==> src/rtl/opendap_ap_pkg.sv <==
// Shared definitions for the OpenDAP access ports.
// Holds the AP register index map, CSW field positions, AddrInc encodings,
// the APB master FSM state encoding and a CSW read-value helper.
package opendap_ap_pkg;

    // Register indices as seen on ap_addr (address bits [7:2])
    localparam logic [5:0] AP_CSW  = 6'h00;
    localparam logic [5:0] AP_TAR  = 6'h01;
    localparam logic [5:0] AP_DRW  = 6'h03;
    localparam logic [5:0] AP_BD0  = 6'h04;
    localparam logic [5:0] AP_BD1  = 6'h05;
    localparam logic [5:0] AP_BD2  = 6'h06;
    localparam logic [5:0] AP_BD3  = 6'h07;
    localparam logic [5:0] AP_CFG  = 6'h3D;
    localparam logic [5:0] AP_BASE = 6'h3E;
    localparam logic [5:0] AP_IDR  = 6'h3F;

    // CSW field positions
    localparam int CSW_SIZE_LSB     = 0;
    localparam int CSW_ADDRINC_LSB  = 4;
    localparam int CSW_DEVEN_BIT    = 6;
    localparam int CSW_TRINPROG_BIT = 7;

    localparam logic [2:0] CSW_SIZE_WORD = 3'b010;

    // AddrInc encodings; 1x is reserved and behaves as off
    localparam logic [1:0] ADDRINC_OFF    = 2'b00;
    localparam logic [1:0] ADDRINC_SINGLE = 2'b01;

    typedef enum logic [1:0] {
        APB_IDLE   = 2'd0,
        APB_SETUP  = 2'd1,
        APB_ACCESS = 2'd2
    } apb_state_t;

    // CSW as returned on a read: fixed word size, device always enabled
    function automatic logic [31:0] csw_value(input logic [1:0] addr_inc,
                                              input logic       busy);
        logic [31:0] v;
        v = '0;
        v[CSW_SIZE_LSB +: 3]    = CSW_SIZE_WORD;
        v[CSW_ADDRINC_LSB +: 2] = addr_inc;
        v[CSW_DEVEN_BIT]        = 1'b1;
        v[CSW_TRINPROG_BIT]     = busy;
        return v;
    endfunction

endpackage

==> src/rtl/opendap_apb_master.sv <==
// APB3 master engine for the MEM-AP.
// Runs one IDLE -> SETUP -> ACCESS transfer per start pulse. Address, data and
// direction are captured on the start edge and held until the transfer ends.
// Ports:
//   swclk, rst_n          clock, async active-low reset
//   start                 launch a transfer (only honoured in IDLE)
//   start_write/addr/wdata  transfer attributes captured with start
//   busy                  registered, high from the cycle after start until completion
//   done                  combinational: completion is sampled at this edge
//   err                   registered one-cycle pslverr report, aligned with busy falling
//   paddr/psel/penable/pwrite/pwdata  APB request (registered)
//   pready, pslverr       APB response
module opendap_apb_master
    import opendap_ap_pkg::*;
(
    input  logic        swclk,
    input  logic        rst_n,
    input  logic        start,
    input  logic        start_write,
    input  logic [31:0] start_addr,
    input  logic [31:0] start_wdata,
    output logic        busy,
    output logic        done,
    output logic        err,
    output logic [31:0] paddr,
    output logic        psel,
    output logic        penable,
    output logic        pwrite,
    output logic [31:0] pwdata,
    input  logic        pready,
    input  logic        pslverr
);

    apb_state_t state;

    always_ff @(posedge swclk or negedge rst_n) begin
        if (!rst_n) begin
            state   <= APB_IDLE;
            psel    <= 1'b0;
            penable <= 1'b0;
            pwrite  <= 1'b0;
            paddr   <= '0;
            pwdata  <= '0;
            busy    <= 1'b0;
            err     <= 1'b0;
        end else begin
            err <= 1'b0;
            case (state)
                APB_IDLE: begin
                    if (start) begin
                        state   <= APB_SETUP;
                        psel    <= 1'b1;
                        penable <= 1'b0;
                        pwrite  <= start_write;
                        paddr   <= start_addr;
                        pwdata  <= start_wdata;
                        busy    <= 1'b1;
                    end
                end
                APB_SETUP: begin
                    state   <= APB_ACCESS;
                    penable <= 1'b1;
                end
                APB_ACCESS: begin
                    if (pready) begin
                        state   <= APB_IDLE;
                        psel    <= 1'b0;
                        penable <= 1'b0;
                        busy    <= 1'b0;
                        err     <= pslverr;
                    end
                end
                default: begin
                    state   <= APB_IDLE;
                    psel    <= 1'b0;
                    penable <= 1'b0;
                    busy    <= 1'b0;
                end
            endcase
        end
    end

    // The top uses this to capture read data and bump TAR on the same edge
    // that the FSM leaves ACCESS.
    assign done = (state == APB_ACCESS) && pready;

endmodule

==> src/rtl/opendap_mem_ap_apb.sv <==
// MEM-AP on the SW-DP AP bus, bridging DRW/BDx accesses to 32-bit APB3.
// Register file (CSW, TAR, CFG, BASE, IDR) and TAR auto-increment live here;
// the APB handshake is in opendap_apb_master.
// Build option: define OPENDAP_MEM_AP_BD_EN to implement BD0-BD3; otherwise
// those indices are RAZ/WI and never touch APB.
// Ports:
//   swclk, rst_n                 clock, async active-low reset
//   ap_sel, ap_addr, ap_wdata    AP access selector, register index, write data
//   ap_wen, ap_ren               one-cycle access strobes
//   ap_rdata                     last completed read result
//   ap_rdy                       idle, ready for the next access
//   ap_err                       one-cycle error pulse at completion
//   paddr/psel/penable/pwrite/pwdata/prdata/pready/pslverr  APB3 master
module opendap_mem_ap_apb
    import opendap_ap_pkg::*;
#(
    parameter logic [7:0]  AP_INDEX = 8'd0,
    parameter logic [31:0] IDR      = 32'h0477_0001,
    parameter logic [31:0] BASE     = 32'h0000_0003
) (
    input  logic        swclk,
    input  logic        rst_n,
    input  logic [7:0]  ap_sel,
    input  logic [5:0]  ap_addr,
    input  logic [31:0] ap_wdata,
    input  logic        ap_wen,
    input  logic        ap_ren,
    output logic [31:0] ap_rdata,
    output logic        ap_rdy,
    output logic        ap_err,
    output logic [31:0] paddr,
    output logic        psel,
    output logic        penable,
    output logic        pwrite,
    output logic [31:0] pwdata,
    input  logic [31:0] prdata,
    input  logic        pready,
    input  logic        pslverr
);

    logic [31:0] tar;
    logic [1:0]  addr_inc;
    logic        xfer_drw;     // current transfer came from DRW (may bump TAR)
    logic        busy;
    logic        done;
    logic        is_bd;
    logic        is_mem;
    logic        sel_hit;
    logic        strobe;
    logic        start;
    logic        reg_wr;
    logic        reg_rd;
    logic [31:0] mem_addr;
    logic [31:0] reg_rdata;

`ifdef OPENDAP_MEM_AP_BD_EN
    assign is_bd = (ap_addr[5:2] == AP_BD0[5:2]);
`else
    assign is_bd = 1'b0;
`endif

    assign ap_rdy  = !busy;
    assign sel_hit = (ap_sel == AP_INDEX);
    // Strobes arriving mid-transfer are dropped entirely
    assign strobe  = (ap_wen || ap_ren) && ap_rdy;
    assign is_mem  = (ap_addr == AP_DRW) || is_bd;
    assign start   = strobe && sel_hit && is_mem;
    assign reg_wr  = strobe && sel_hit && !is_mem && ap_wen;
    // Unselected reads still complete and return zero
    assign reg_rd  = strobe && ap_ren && !(sel_hit && is_mem);

    // BDn replaces TAR[3:2] with n; DRW uses TAR word-aligned
    assign mem_addr = is_bd ? {tar[31:4], ap_addr[1:0], 2'b00}
                            : {tar[31:2], 2'b00};

    always_comb begin
        reg_rdata = '0;
        case (ap_addr)
            AP_CSW:  reg_rdata = csw_value(addr_inc, busy);
            AP_TAR:  reg_rdata = tar;
            AP_CFG:  reg_rdata = '0;
            AP_BASE: reg_rdata = BASE;
            AP_IDR:  reg_rdata = IDR;
            default: reg_rdata = '0;
        endcase
    end

    always_ff @(posedge swclk or negedge rst_n) begin
        if (!rst_n) begin
            tar      <= '0;
            addr_inc <= ADDRINC_OFF;
            ap_rdata <= '0;
            xfer_drw <= 1'b0;
        end else begin
            if (start)
                xfer_drw <= !is_bd;
            if (reg_wr) begin
                if (ap_addr == AP_CSW)
                    addr_inc <= ap_wdata[CSW_ADDRINC_LSB +: 2];
                else if (ap_addr == AP_TAR)
                    tar <= ap_wdata;
            end
            if (reg_rd)
                ap_rdata <= sel_hit ? reg_rdata : '0;
            // done only fires while busy, so it never collides with a strobe
            if (done) begin
                if (!pwrite)
                    ap_rdata <= prdata;
                // Increment stays inside the 1 KB block: only TAR[9:2] moves
                if (xfer_drw && (addr_inc == ADDRINC_SINGLE) && !pslverr)
                    tar[9:2] <= tar[9:2] + 8'd1;
            end
        end
    end

    opendap_apb_master u_apb (
        .swclk       (swclk),
        .rst_n       (rst_n),
        .start       (start),
        .start_write (ap_wen),
        .start_addr  (mem_addr),
        .start_wdata (ap_wdata),
        .busy        (busy),
        .done        (done),
        .err         (ap_err),
        .paddr       (paddr),
        .psel        (psel),
        .penable     (penable),
        .pwrite      (pwrite),
        .pwdata      (pwdata),
        .pready      (pready),
        .pslverr     (pslverr)
    );

endmodule

==> config.mk <==
export PLATFORM = sky130hd
export DESIGN_NAME = opendap_mem_ap_apb
export DESIGN_NICKNAME = d
export VERILOG_FILES = /design/src/rtl/opendap_ap_pkg.sv /design/src/rtl/opendap_apb_master.sv /design/src/rtl/opendap_mem_ap_apb.sv
export SDC_FILE = /design/constraint.sdc
export NUM_CORES = 1
export LEC_CHECK = 0
export BUFFER_PORTS_ARGS = -buffer_cell sky130_fd_sc_hd__buf_2
export CORE_AREA = 2 2 117 119
export CTS_CLUSTER_DIAMETER = 100
export DETAILED_ROUTE_END_ITERATION = 7
export DIE_AREA = 0 0 119 121
export GPL_TIMING_DRIVEN = 0
export PLACE_DENSITY = 0.71
export SYNTH_ARGS = -nofsm -noshare
export SYNTH_HDL_FRONTEND = slang
export SYNTH_HIERARCHICAL = 1
export SYNTH_SLANG_ARGS = --single-unit
==> constraint.sdc <==
create_clock -name swclk -period 4.55 [get_ports swclk]
set_input_delay 0.2275 -clock swclk [delete_from_list [all_inputs] [get_ports swclk]]
set_output_delay 0.2275 -clock swclk [all_outputs]
set_load 0.005 [all_outputs]
==> reports/metrics.csv, run 1 <==
stage;metric;value;unit
sta;period utilization;52.3;%
global_route;first-pass GRT wire length;25400;microns
floorplan;Initial Utilization;44.2;%
drt;Final ANT Viol Nets;0;
status;outcome;completed;
sta;f_max;420;MHz
cts;Post-CTS Resized;0;
pwr;Power, Total;0.00272;W
drt;via count;4562;
sta;Final min period;2.38;ns
sta;final setup fails;0;
critical_path;worst-path cell chain;buf_2, nor4_2, nand4_1, nor3_1, nor3b_2, buf_4, buf_6, mux2_1;
global_route;vias in the first global route;4782;
sta;Final Max Slew Viols;0;
finish;Layout Utilization;58.4;%
pwr;PD cells;356;nW/um^2
global_route;total gr overflow;0;
floorplan;DIE WIDTH;119;microns
placed_design;input/output buffers;183;
synth;count leader, synth;dfrtp_1;
drt;drt wl/cell;18.3;microns
sta;RSZ-0062 raised after global routing;false;
finish;ant diodes;0;
critical_path;cell type of the slowest stage on the worst timing path;nor4_2;
synth;most instantiated cells after synthesis;dfrtp_1 (136), nand2_1 (80), mux2_1 (44);
cts;clk_lat worst skew;0.43;ns
cts;Clock Tree Root;clkbuf_16;
synth;post-synthesis sequential area ratio;58.8;%
job;Max Cap Violations;0;
sta;relative slew slack;46.3;%
finish;P&R area growth vs syn;31.9;%
finish;layout cells sized above 1;40.5;%
synth;number of synthesis warnings;6;
drt;Met3 Wirelength;1310;microns
floorplan;core footprint;13100;sq um
placed_design;final RePlAce weighted congestion;0.848;
cts;number of clock sinks;136;
floorplan;Std-Cell Rows;42;
sta;worst setup margin;2.17;ns
synth;share of the synthesized area in the top cell type;58.8;%
synth;mean post-synth cell area;12.4;sq um
placed_design;dpl ws;1.77;ns
synth;Yosys top cell by area;dfrtp_1;
cts;TritonCTS clock tree;done;
synth;synthesized flop and latch total;136;
drt;drt pass-1 iters;4;
critical_path;worst-path fanout max;10;
pwr;Lkg Pwr;4.23;nW
drt;DR vias/cell;5.29;
drt;Met2 Wirelength;7280;microns
sta;Fin Clk Skew;0.00824;ns
pwr;Peak VDD IR;195;uV
drt;initial DRC count;274;
sta;Worst Max-Slew Pin Slew;0.799;ns
global_route;initial antenna violation count;0;
min_path;Min-Delay Path Class;primary input to register;
drt;top routing layer in use;met4;
synth;Post-synth top flop;dfrtp_1;
floorplan;die area;14400;sq um
synth;EDFF count, synth;0;
cts;Worst-path clk slew;0.05;ns
sta;Final Hold Vio Count;0;
cts;H-tree levels;4;
critical_path;Req. time, crit path;4.86;ns
drt;DRC;0;
global_route;largest net degree at the start of global routing;80;
drt;routed wire length;15800;microns
critical_path;Largest stage delay, worst path;0.58;ns
cts;deepest clock path buffer count;2;
critical_path;WP data arrival;2.69;ns
placed_design;placed cell areas;6960;sq um
sta;setup TNS;0;ns
critical_path;critical path type;primary input to register;
floorplan;die height;121;microns
synth;ranking of synthesized cells by area;dfrtp_1 (59%), mux2_1 (8.6%), nand2_1 (5.2%);
synth;Mapped Cells;465;
finish;Total Nets Final;760;
floorplan;IO Pins;185;
synth;Distinct cells, synth;47;
global_route;gr usage total;23.2;%
synth;post-synthesis async set-or-reset flop share;100;%
drt;DRT met1 WL;6810;microns
finish;post-route cell area;7640;sq um
critical_path;Worst setup EP type;register;
cts;total CTS buffers;17;
placed_design;post-DP HPWL;11600;microns
synth;Mapped Area;5790;sq um
critical_path;crit start category;primary input;
-- report_power, final --
group | switching [W] | internal (W)
Clock | 0.000497 | 0.000927
Sequential | 0.000000484 | 0.00121
Combinational | 0.0000504 | 0.0000370
-- kinds of logic after synthesis --
logic type | after synthesis | share of synthesized area, %
flops | 136 | 58.8
buf+inv | 31 | 3.05
simple gates | 155 | 14.1
mux | 80 | 15.3
other cells | 1 | 0.0648
compound gates | 61 | 8.47
fa+ha+maj | 1 | 0.216
-- path summary, 6_finish.rpt --
path,from,to,slack (ns),cells past startpoint
setup reg to reg,u_apb/state[0],ap_rdata[0],2.27,8
setup / recovery,ap_addr[5],u_apb/paddr[13],2.17,8
min in group asynchronous,rst_n,u_apb/pwdata[30],0.33,2
hold reg to reg,xfer_drw,xfer_drw,0.47,1
hold / removal,ap_wdata[13],tar[13],0.01,3
max in group asynchronous,rst_n,u_apb/paddr[17],3.46,3
-- worst max-delay path: cells and delay by family --
family	cells	cell delay, ns
simple gates	4	1.52
buf+inv	3	0.59
mux	1	0.34
-- metal layers --
layer  global-route usage [%]  vias to the layer above
li1                         -                     2085
met5                        0                        -
met2                     36.5                      188
met4                     9.52                        0
met3                     8.65                       24
met1                     29.1                     2265
-- cell type report --
| cell class | count | area [sq um] |
|---|---|---|
| Fill cell | 1134 | 5450 |
| Sequential cell | 136 | 3400 |
| Multi-Input combinational cell | 299 | 2210 |
| Timing Repair Buffer | 190 | 1010 |
| Clock buffer | 23 | 498 |
| Tap cell | 176 | 220 |
| Buffer | 27 | 161 |
| Clock inverter | 8 | 118 |
| Inverter | 4 | 15.0 |
-- cells in the final DEF, fill, tap and decap left out, types with 8 or more instances in the layout --
cell type / n
buf_2: 194
dfrtp_1: 136
nand2_1: 80
mux2_1: 44
mux2_2: 24
and2_1: 19
clkbuf_16: 17
a221o_1: 14
mux2i_1: 12
nand3_1: 11
a21oi_1: 11
clkbuf_1: 9
a221o_2: 9
nor2_1: 8
o22ai_1: 8
-- sequential cells by signal, summed over array words and instances (netlist names) --
signal         cells
tar               32
ap_rdata          32
u_apb/pwdata      32
u_apb/state        1
u_apb/psel         1
addr_inc           2
u_apb/pwrite       1
u_apb/err          1
xfer_drw           1
u_apb/paddr       32
u_apb/penable      1
-- per-stage QoR --
stage | hold slack, ns | std cells
final | 0.0146 | 863
after global routing | 0.0117 | 863
after CTS | 0.000816 | 863
after detailed placement | 0.223 | 826
after global placement | 0.438 | 825
after floorplan | -0.0681 | 466
-- timing repair --
action / in CTS / in global routing
hold buffers: 6 / 0
setup buffers: 0 / 0
hold endpoints to repair: 62 / 0
No activity file was read; power rests on OpenSTA's default activity.
==> inputs of run 2 (changes only) <==
==> constraint.sdc (replaced) <==
create_clock -name swclk -period 2.5 [get_ports swclk]
set_input_delay 0.125 -clock swclk [delete_from_list [all_inputs] [get_ports swclk]]
set_output_delay 0.125 -clock swclk [all_outputs]
set_load 0.005 [all_outputs]
==> run 2 against run 1 <==
Compared with the run above:
- sequential cell count did not move
- final cell count rose by 5.7%
- clock-buffer cell count did not move
- worst setup slack got worse by 1.9 ns
- first-iteration DRC count rose by 2.9%
- register-to-register slack got worse by 2.0 ns
- via count rose by 4.8%
- worst hold slack improved by 0.0011 ns
- clock skew fell by 0.0023 ns
- global-route usage rose by 1.0 points
- die area did not move
- critical endpoint is now ap_rdata[0]
- highest routed layer unchanged
==> reports/metrics.csv, run 2 (synthesized netlist as in run 1, its figures left out) <==
stage;metric;value;unit;change
status;outcome;completed;;
cts;H-tree levels;4;;unchanged
critical_path;crit start category;register;;
cts;Worst-path clk slew;0.06;ns;about the same
finish;post-route cell area;8130;sq um;+6.4%
critical_path;Largest stage delay, worst path;0.49;ns;-0.09 ns
placed_design;placed cell areas;6960;sq um;unchanged
sta;final setup fails;0;;unchanged
cts;clk_lat worst skew;0.42;ns;about the same
cts;# Post-CTS Setup Buffers;0;;unchanged
global_route;largest net degree at the start of global routing;80;;unchanged
floorplan;Std-Cell Rows;42;;unchanged
pwr;Sw Share;20.1;%;about the same
cts;deepest clock path buffer count;2;;unchanged
pwr;Internal Pwr Total;0.00401;W;+84%
critical_path;R2R setup slack;0.22;ns;-2.05 ns
sta;f_max;439;MHz;
sta;Hold Worst Slack;0.0156;ns;+0.00106 ns
sta;Final Max Slew Viols;0;;unchanged
pwr;logic gate share of total power;4.4;%;+1.2 points
critical_path;Worst setup EP type;register;;
sta;Worst Max-Slew Pin Slew;0.814;ns;+0.0145 ns
critical_path;WP data arrival;2.56;ns;-0.13 ns
global_route;initial antenna violation count;0;;unchanged
placed_design;input/output buffers;183;;unchanged
finish;most common cell after layout, fill and taps aside;buf_2;;
sta;RSZ-0062 raised after global routing;false;;
critical_path;worst-path fanout max;10;;unchanged
drt;drt pass-1 iters;5;;+1
critical_path;cell mode on critical path;clkbuf_1;;
critical_path;Req. time, crit path;2.79;ns;-2.07 ns
sta;relative slew slack;45.3;%;-0.97 points
cts;number of clock sinks;136;;unchanged
pwr;PD cells;617;nW/um^2;+73%
global_route;layer with the highest usage;met2;;
finish;Total Nets Final;809;;+6.4%
drt;initial DRC count;282;;+2.9%
finish;P&R area growth vs syn;40.4;%;
global_route;first-pass GRT wire length;26600;microns;+4.8%
pwr;Lkg Pwr;4.43;nW;+4.8%
drt;Final ANT Viol Nets;0;;unchanged
cts;Clock Tree Root;clkbuf_16;;
critical_path;Critical path buffers and inverters;4;;+1
floorplan;die area;14400;sq um;unchanged
drt;DR vias/cell;5.24;;-0.83%
finish;layout cells sized above 1;37.8;%;-2.7 points
pwr;Reg power frac;44.0;%;-0.5 points
sta;Final min period;2.28;ns;
critical_path;worst-path cell chain;inv_1, and3_1, buf_2, nor2b_1, clkbuf_1, clkbuf_1, mux2i_1, o22ai_1;;
placed_design;final RePlAce weighted congestion;0.848;;unchanged
drt;DRC;0;;unchanged
pwr;sw power;0.00101;W;+84%
finish;final non-filler cell total;912;;+5.7%
pwr;Clk pwr share;51.6;%;-0.7 points
global_route;gr usage total;24.3;%;+1.0 points
global_route;total gr overflow;0;;unchanged
global_route;M2 GR Usage;38.9;%;+2.4 points
cts;total CTS buffers;17;;unchanged
sta;Final Hold Vio Count;0;;unchanged
finish;number of fill cells;1065;;-6.1%
finish;ant diodes;0;;unchanged
global_route;vias in the first global route;5053;;+5.7%
floorplan;core footprint;13100;sq um;unchanged
critical_path;critical path type;register to register;;
placed_design;post-DP HPWL;11600;microns;unchanged
critical_path;cell type of the slowest stage on the worst timing path;clkbuf_1;;
pwr;Peak VDD IR;355;uV;+82%
floorplan;Initial Utilization;44.2;%;unchanged
job;Max Cap Violations;0;;unchanged
global_route;grt met1 use;30.4;%;+1.3 points
floorplan;IO Pins;185;;unchanged
finish;Layout Utilization;62.1;%;+3.7 points
finish;most frequent cells in the layout;buf_2 (194), dfrtp_1 (136), nand2_1 (80);;
cts;Post-CTS Resized;0;;unchanged
critical_path;cell family with the largest share of critical-path delay;buffers and inverters;;
min_path;Min-Delay Path Class;primary input to register;;
drt;routed wire length;16500;microns;+4.5%
global_route;met3 global-route usage;8.13;%;-0.52 points
sta;period utilization;91.1;%;
floorplan;DIE WIDTH;119;microns;unchanged
drt;via count;4781;;+4.8%
floorplan;die height;121;microns;unchanged
placed_design;placed cells;826;;unchanged
cts;TritonCTS clock tree;done;;
drt;drt wl/cell;18.0;microns;-1.2%
sta;Fin Clk Skew;0.00593;ns;-0.00231 ns
run 2: cell types whose count changed in the layout (fill, tap and decap cells not counted), sizes merged:
| cell | change |
|---|---|
| dlygate4sd3 | +49 |
run 2: worst paths after layout:
kind,from,endpoint,cells after the start
max,u_apb/state[0],ap_rdata[0],8
max in group asynchronous,rst_n,u_apb/paddr[17],3
min,prdata[18],ap_rdata[18],3
min reg2reg,xfer_drw,xfer_drw,1
max reg2reg,u_apb/state[0],ap_rdata[0],8
min in group asynchronous,rst_n,u_apb/pwdata[30],2
run 2: what timing repair did:
item / 4_1_cts / 5_1_grt
endpoints found under the setup margin: 0 / 0
hold buffers: 55 / 0
endpoints found under the hold margin: 142 / 0
run 2: metal layers:
metal  share of wire, %  vias up
met2                 47      197
li1                   -     2183
met5                  0        -
met3                8.0       27
met4                2.3        0
met1                 43     2374
run 2: cell type report:
cell class | instances | area, sq um | share of cell area (%)
plain buffers | 27 | 161 | 1.99
clock buffers | 23 | 498 | 6.13
clock inverters | 8 | 118 | 1.45
inverters | 4 | 15.0 | 0.185
multi-input cells | 299 | 2210 | 27.2
flip-flops and latches | 136 | 3400 | 41.9
well taps | 176 | 220 | 2.71
repair buffers | 239 | 1500 | 18.5
run 2: metrics by stage:
step / worst slack (ns) / setup TNS [ns] / power, W
after floorplan: 0.522 / 0 / 0.00226
after global placement: -0.500 / -69.60 / 0.00239
after detailed placement: -0.179 / -7.50 / 0.00240
after CTS: 0.230 / 0 / 0.00506
after global routing: 0.0757 / 0 / 0.00519
final: 0.223 / 0 / 0.00502
run 2: power by group through the flow:
stage           logic, W  clock network, W  registers [W]
3_3_place_gp    0.000145                 0        0.00224
6_report        0.000222           0.00259        0.00220
4_1_cts         0.000222           0.00264        0.00220
3_5_place_dp    0.000154                 0        0.00224
2_1_floorplan  0.0000191                 0        0.00224
5_1_grt         0.000244           0.00274        0.00220
run 2: tightest hold or removal path: cells and delay by family:
kind,cells,cell delay (ns)
AOI/OAI and AO/OA,1,0.13
buffers and inverters,1,0.07
muxes,1,0.06
==> inputs of run 3 (changes only) <==
--- a/config.mk
+++ b/config.mk
@@ -6,12 +6,12 @@
 export NUM_CORES = 1
 export LEC_CHECK = 0
 export BUFFER_PORTS_ARGS = -buffer_cell sky130_fd_sc_hd__buf_2
-export CORE_AREA = 2 2 117 119
+export CORE_AREA = 2 2 116 118
 export CTS_CLUSTER_DIAMETER = 100
 export DETAILED_ROUTE_END_ITERATION = 7
-export DIE_AREA = 0 0 119 121
+export DIE_AREA = 0 0 118 120
 export GPL_TIMING_DRIVEN = 0
-export PLACE_DENSITY = 0.71
+export PLACE_DENSITY = 0.75
 export SYNTH_ARGS = -nofsm -noshare
 export SYNTH_HDL_FRONTEND = slang
 export SYNTH_HIERARCHICAL = 1
==> constraint.sdc (replaced) <==
create_clock -name swclk -period 1.8 [get_ports swclk]
set_input_delay 0.09 -clock swclk [delete_from_list [all_inputs] [get_ports swclk]]
set_output_delay 0.09 -clock swclk [all_outputs]
set_load 0.005 [all_outputs]
==> run 3 against run 2 <==
Compared with the run above:
- the run now ends with negative setup slack left
- clock skew fell by 0.0011 ns
- total power up 39%
- sequential power up 39%
- worst hold slack improved by 0.018 ns
- non-clock buffer count increased by 31
- core utilization grew 5.1 points
- worst setup slack lost 0.26 ns
- sequential cell count unchanged
- die area decreased by 1.7%
- register-to-register slack worse by 0.26 ns
- combinational power increased by 52%
- sequential share of layout area shrank 2.9 points
==> reports/metrics.csv, run 3 (synthesized netlist as in run 1, its figures left out) <==
stage;metric;value;unit;change
sta;relative slew slack;40.8;%;-4.5 points
min_path;Hold Crit Depth;3;;unchanged
pwr;Peak VDD IR;613;uV;+73%
placed_design;dpl ws;-0.566;ns;-0.388 ns
global_route;initial antenna violation count;2;;+2
pwr;PD cells;797;nW/um^2;+29%
floorplan;die area;14200;sq um;-1.7%
critical_path;worst-path fanout max;8;;-2
critical_path;WP data arrival;2.12;ns;-0.44 ns
global_route;total gr overflow;0;;unchanged
global_route;largest net degree at the start of global routing;82;;+2.5%
floorplan;DIE WIDTH;118;microns;-0.84%
floorplan;Std-Cell Rows;42;;unchanged
critical_path;crit start category;register;;
finish;P&R area growth vs syn;50.8;%;
finish;area of the multi-input gates;2400;sq um;+8.5%
min_path;Min-Delay Path Class;primary input to register;;
critical_path;worst reg-to-reg path cell count;5;;-3
floorplan;Initial Utilization;44.6;%;+0.36 points
cts;Clock Tree Root;clkbuf_16;;
critical_path;critical path type;register to register;;
cts;deepest clock path buffer count;2;;unchanged
finish;combined flip-flop and latch cell area;3410;sq um;about the same
drt;DRC;0;;unchanged
min_path;Hold Startpoint;prdata[24];;
pwr;Power, Total;0.00696;W;+39%
sta;period utilization;102;%;+11 points
job;Max Cap Violations;0;;unchanged
sta;Worst Max-Slew Pin Slew;0.881;ns;+0.0673 ns
finish;Total Nets Final;840;;+3.8%
critical_path;Req. time, crit path;2.09;ns;-0.70 ns
sta;Final Max Slew Viols;0;;unchanged
finish;layout cells sized above 1;45.2;%;+7.4 points
critical_path;FF-to-FF Start;u_apb/psel;;
critical_path;Critical R2R Capture;u_apb/paddr[15];;
global_route;first-pass GRT wire length;27800;microns;+4.5%
cts;H-tree levels;4;;unchanged
sta;Hold Worst Slack;0.0336;ns;+0.0180 ns
drt;Final ANT Viol Nets;0;;unchanged
global_route;gr usage total;25.5;%;+1.2 points
status;failing checks;negative setup slack;;
global_route;vias in the first global route;5326;;+5.4%
placed_design;input/output buffers;183;;unchanged
critical_path;Worst setup EP type;register;;
sta;worst setup margin;-0.0357;ns;-0.259 ns
drt;drt wl/cell;19.3;microns;+6.8%
drt;Met2 Wirelength;9140;microns;+19%
critical_path;R2R setup slack;-0.04;ns;-0.26 ns
finish;most frequent cells in the layout;buf_2 (186), dfrtp_1 (134), nand2_1 (79);;
status;outcome;finished with violations;;
finish;number of fill cells;946;;-11%
sta;setup TNS;-0.260;ns;-0.260 ns
min_path;WHS Endpoint;ap_rdata[24];;
sta;Final Hold Vio Count;0;;unchanged
cts;TritonCTS clock tree;done;;
sta;Final min period;1.84;ns;-0.441 ns
placed_design;final RePlAce weighted congestion;0.903;;+6.5%
drt;routed wire length;18200;microns;+11%
placed_design;post-DP HPWL;11400;microns;-1.7%
drt;Met3 Wirelength;1120;microns;-15%
floorplan;IO Pins;185;;unchanged
cts;number of clock sinks;136;;unchanged
drt;initial DRC count;331;;+17%
floorplan;die height;120;microns;-0.83%
drt;DRT met1 WL;7530;microns;+6.7%
sta;f_max;545;MHz;+24%
pwr;Lkg Pwr;4.64;nW;+4.6%
drt;top routing layer in use;met5;;
sta;final setup fails;23;;+23
cts;total CTS buffers;17;;unchanged
cts;Worst-path clk slew;0.06;ns;about the same
cts;clk_lat worst skew;0.41;ns;about the same
sta;Fin Clk Skew;0.00482;ns;-0.00111 ns
sta;RSZ-0062 raised after global routing;true;;
finish;most common cell after layout, fill and taps aside;buf_2;;
drt;DR vias/cell;5.35;;+2.0%
floorplan;core footprint;13000;sq um;-0.80%
drt;via count;5053;;+5.7%
drt;drt pass-1 iters;5;;unchanged
-- run 3: routing by layer --
metal  global-route usage, %  vias to the layer above
met4                    10.5                        2
met3                    7.37                       49
li1                        -                     2256
met5                       0                        -
met2                    42.9                      219
met1                    30.8                     2527
-- run 3: worst max path at each step --
stage,from,end,cells after the start
2_1_floorplan,ap_sel[6],u_apb/paddr[4],7
3_3_place_gp,rst_n,ap_rdata[25],1
3_5_place_dp,ap_sel[6],u_apb/paddr[10],8
4_1_cts,ap_addr[5],u_apb/pwdata[15],9
5_1_grt,u_apb/psel,u_apb/pwdata[12],5
6_report,u_apb/psel,u_apb/paddr[15],5
-- run 3: power breakdown --
| part | internal, W | switching [W] | leakage, nW |
|---|---|---|---|
| logic | 0.000181 | 0.000156 | 2.45 |
| registers | 0.00306 | 0.00000137 | 1.89 |
| clock network | 0.00232 | 0.00124 | 0.300 |
-- run 3: layout make-up --
type | instances | area share, %
diodes | 1 | 0.0287
plain buffers | 24 | 3.00
clock buffers | 24 | 5.63
clock inverters | 8 | 1.35
inverters | 4 | 0.172
multi-input cells | 299 | 27.5
flip-flops and latches | 136 | 39.0
well taps | 176 | 2.52
repair buffers | 273 | 20.8
-- run 3: repair_timing --
item | 4_1_cts | 5_1_grt
hold endpoints to repair | 153 | 2
gates cloned | 0 | 2
resized for setup | 37 | 44
pin swaps | 7 | 5
endpoints found under the setup margin | 122 | 122
buffers inserted | 13 | 9
hold buffers | 64 | 1
-- run 3: worst max-delay path, cell delays in order (launching register included) --
cell and delay (ns):
dfrtp_2 0.48, nor3_4 0.23, nor3b_4 0.27, buf_8 0.22
buf_4 0.17, mux2_1 0.34
-- run 3: metrics by stage --
step,cells,area [sq um],utilization (%)
after CTS,935,8460,65.2
after global routing,944,8730,67.2
final,945,8730,67.3
after detailed placement,826,6980,53.8
after global placement,825,6950,53.5
after floorplan,466,5810,-
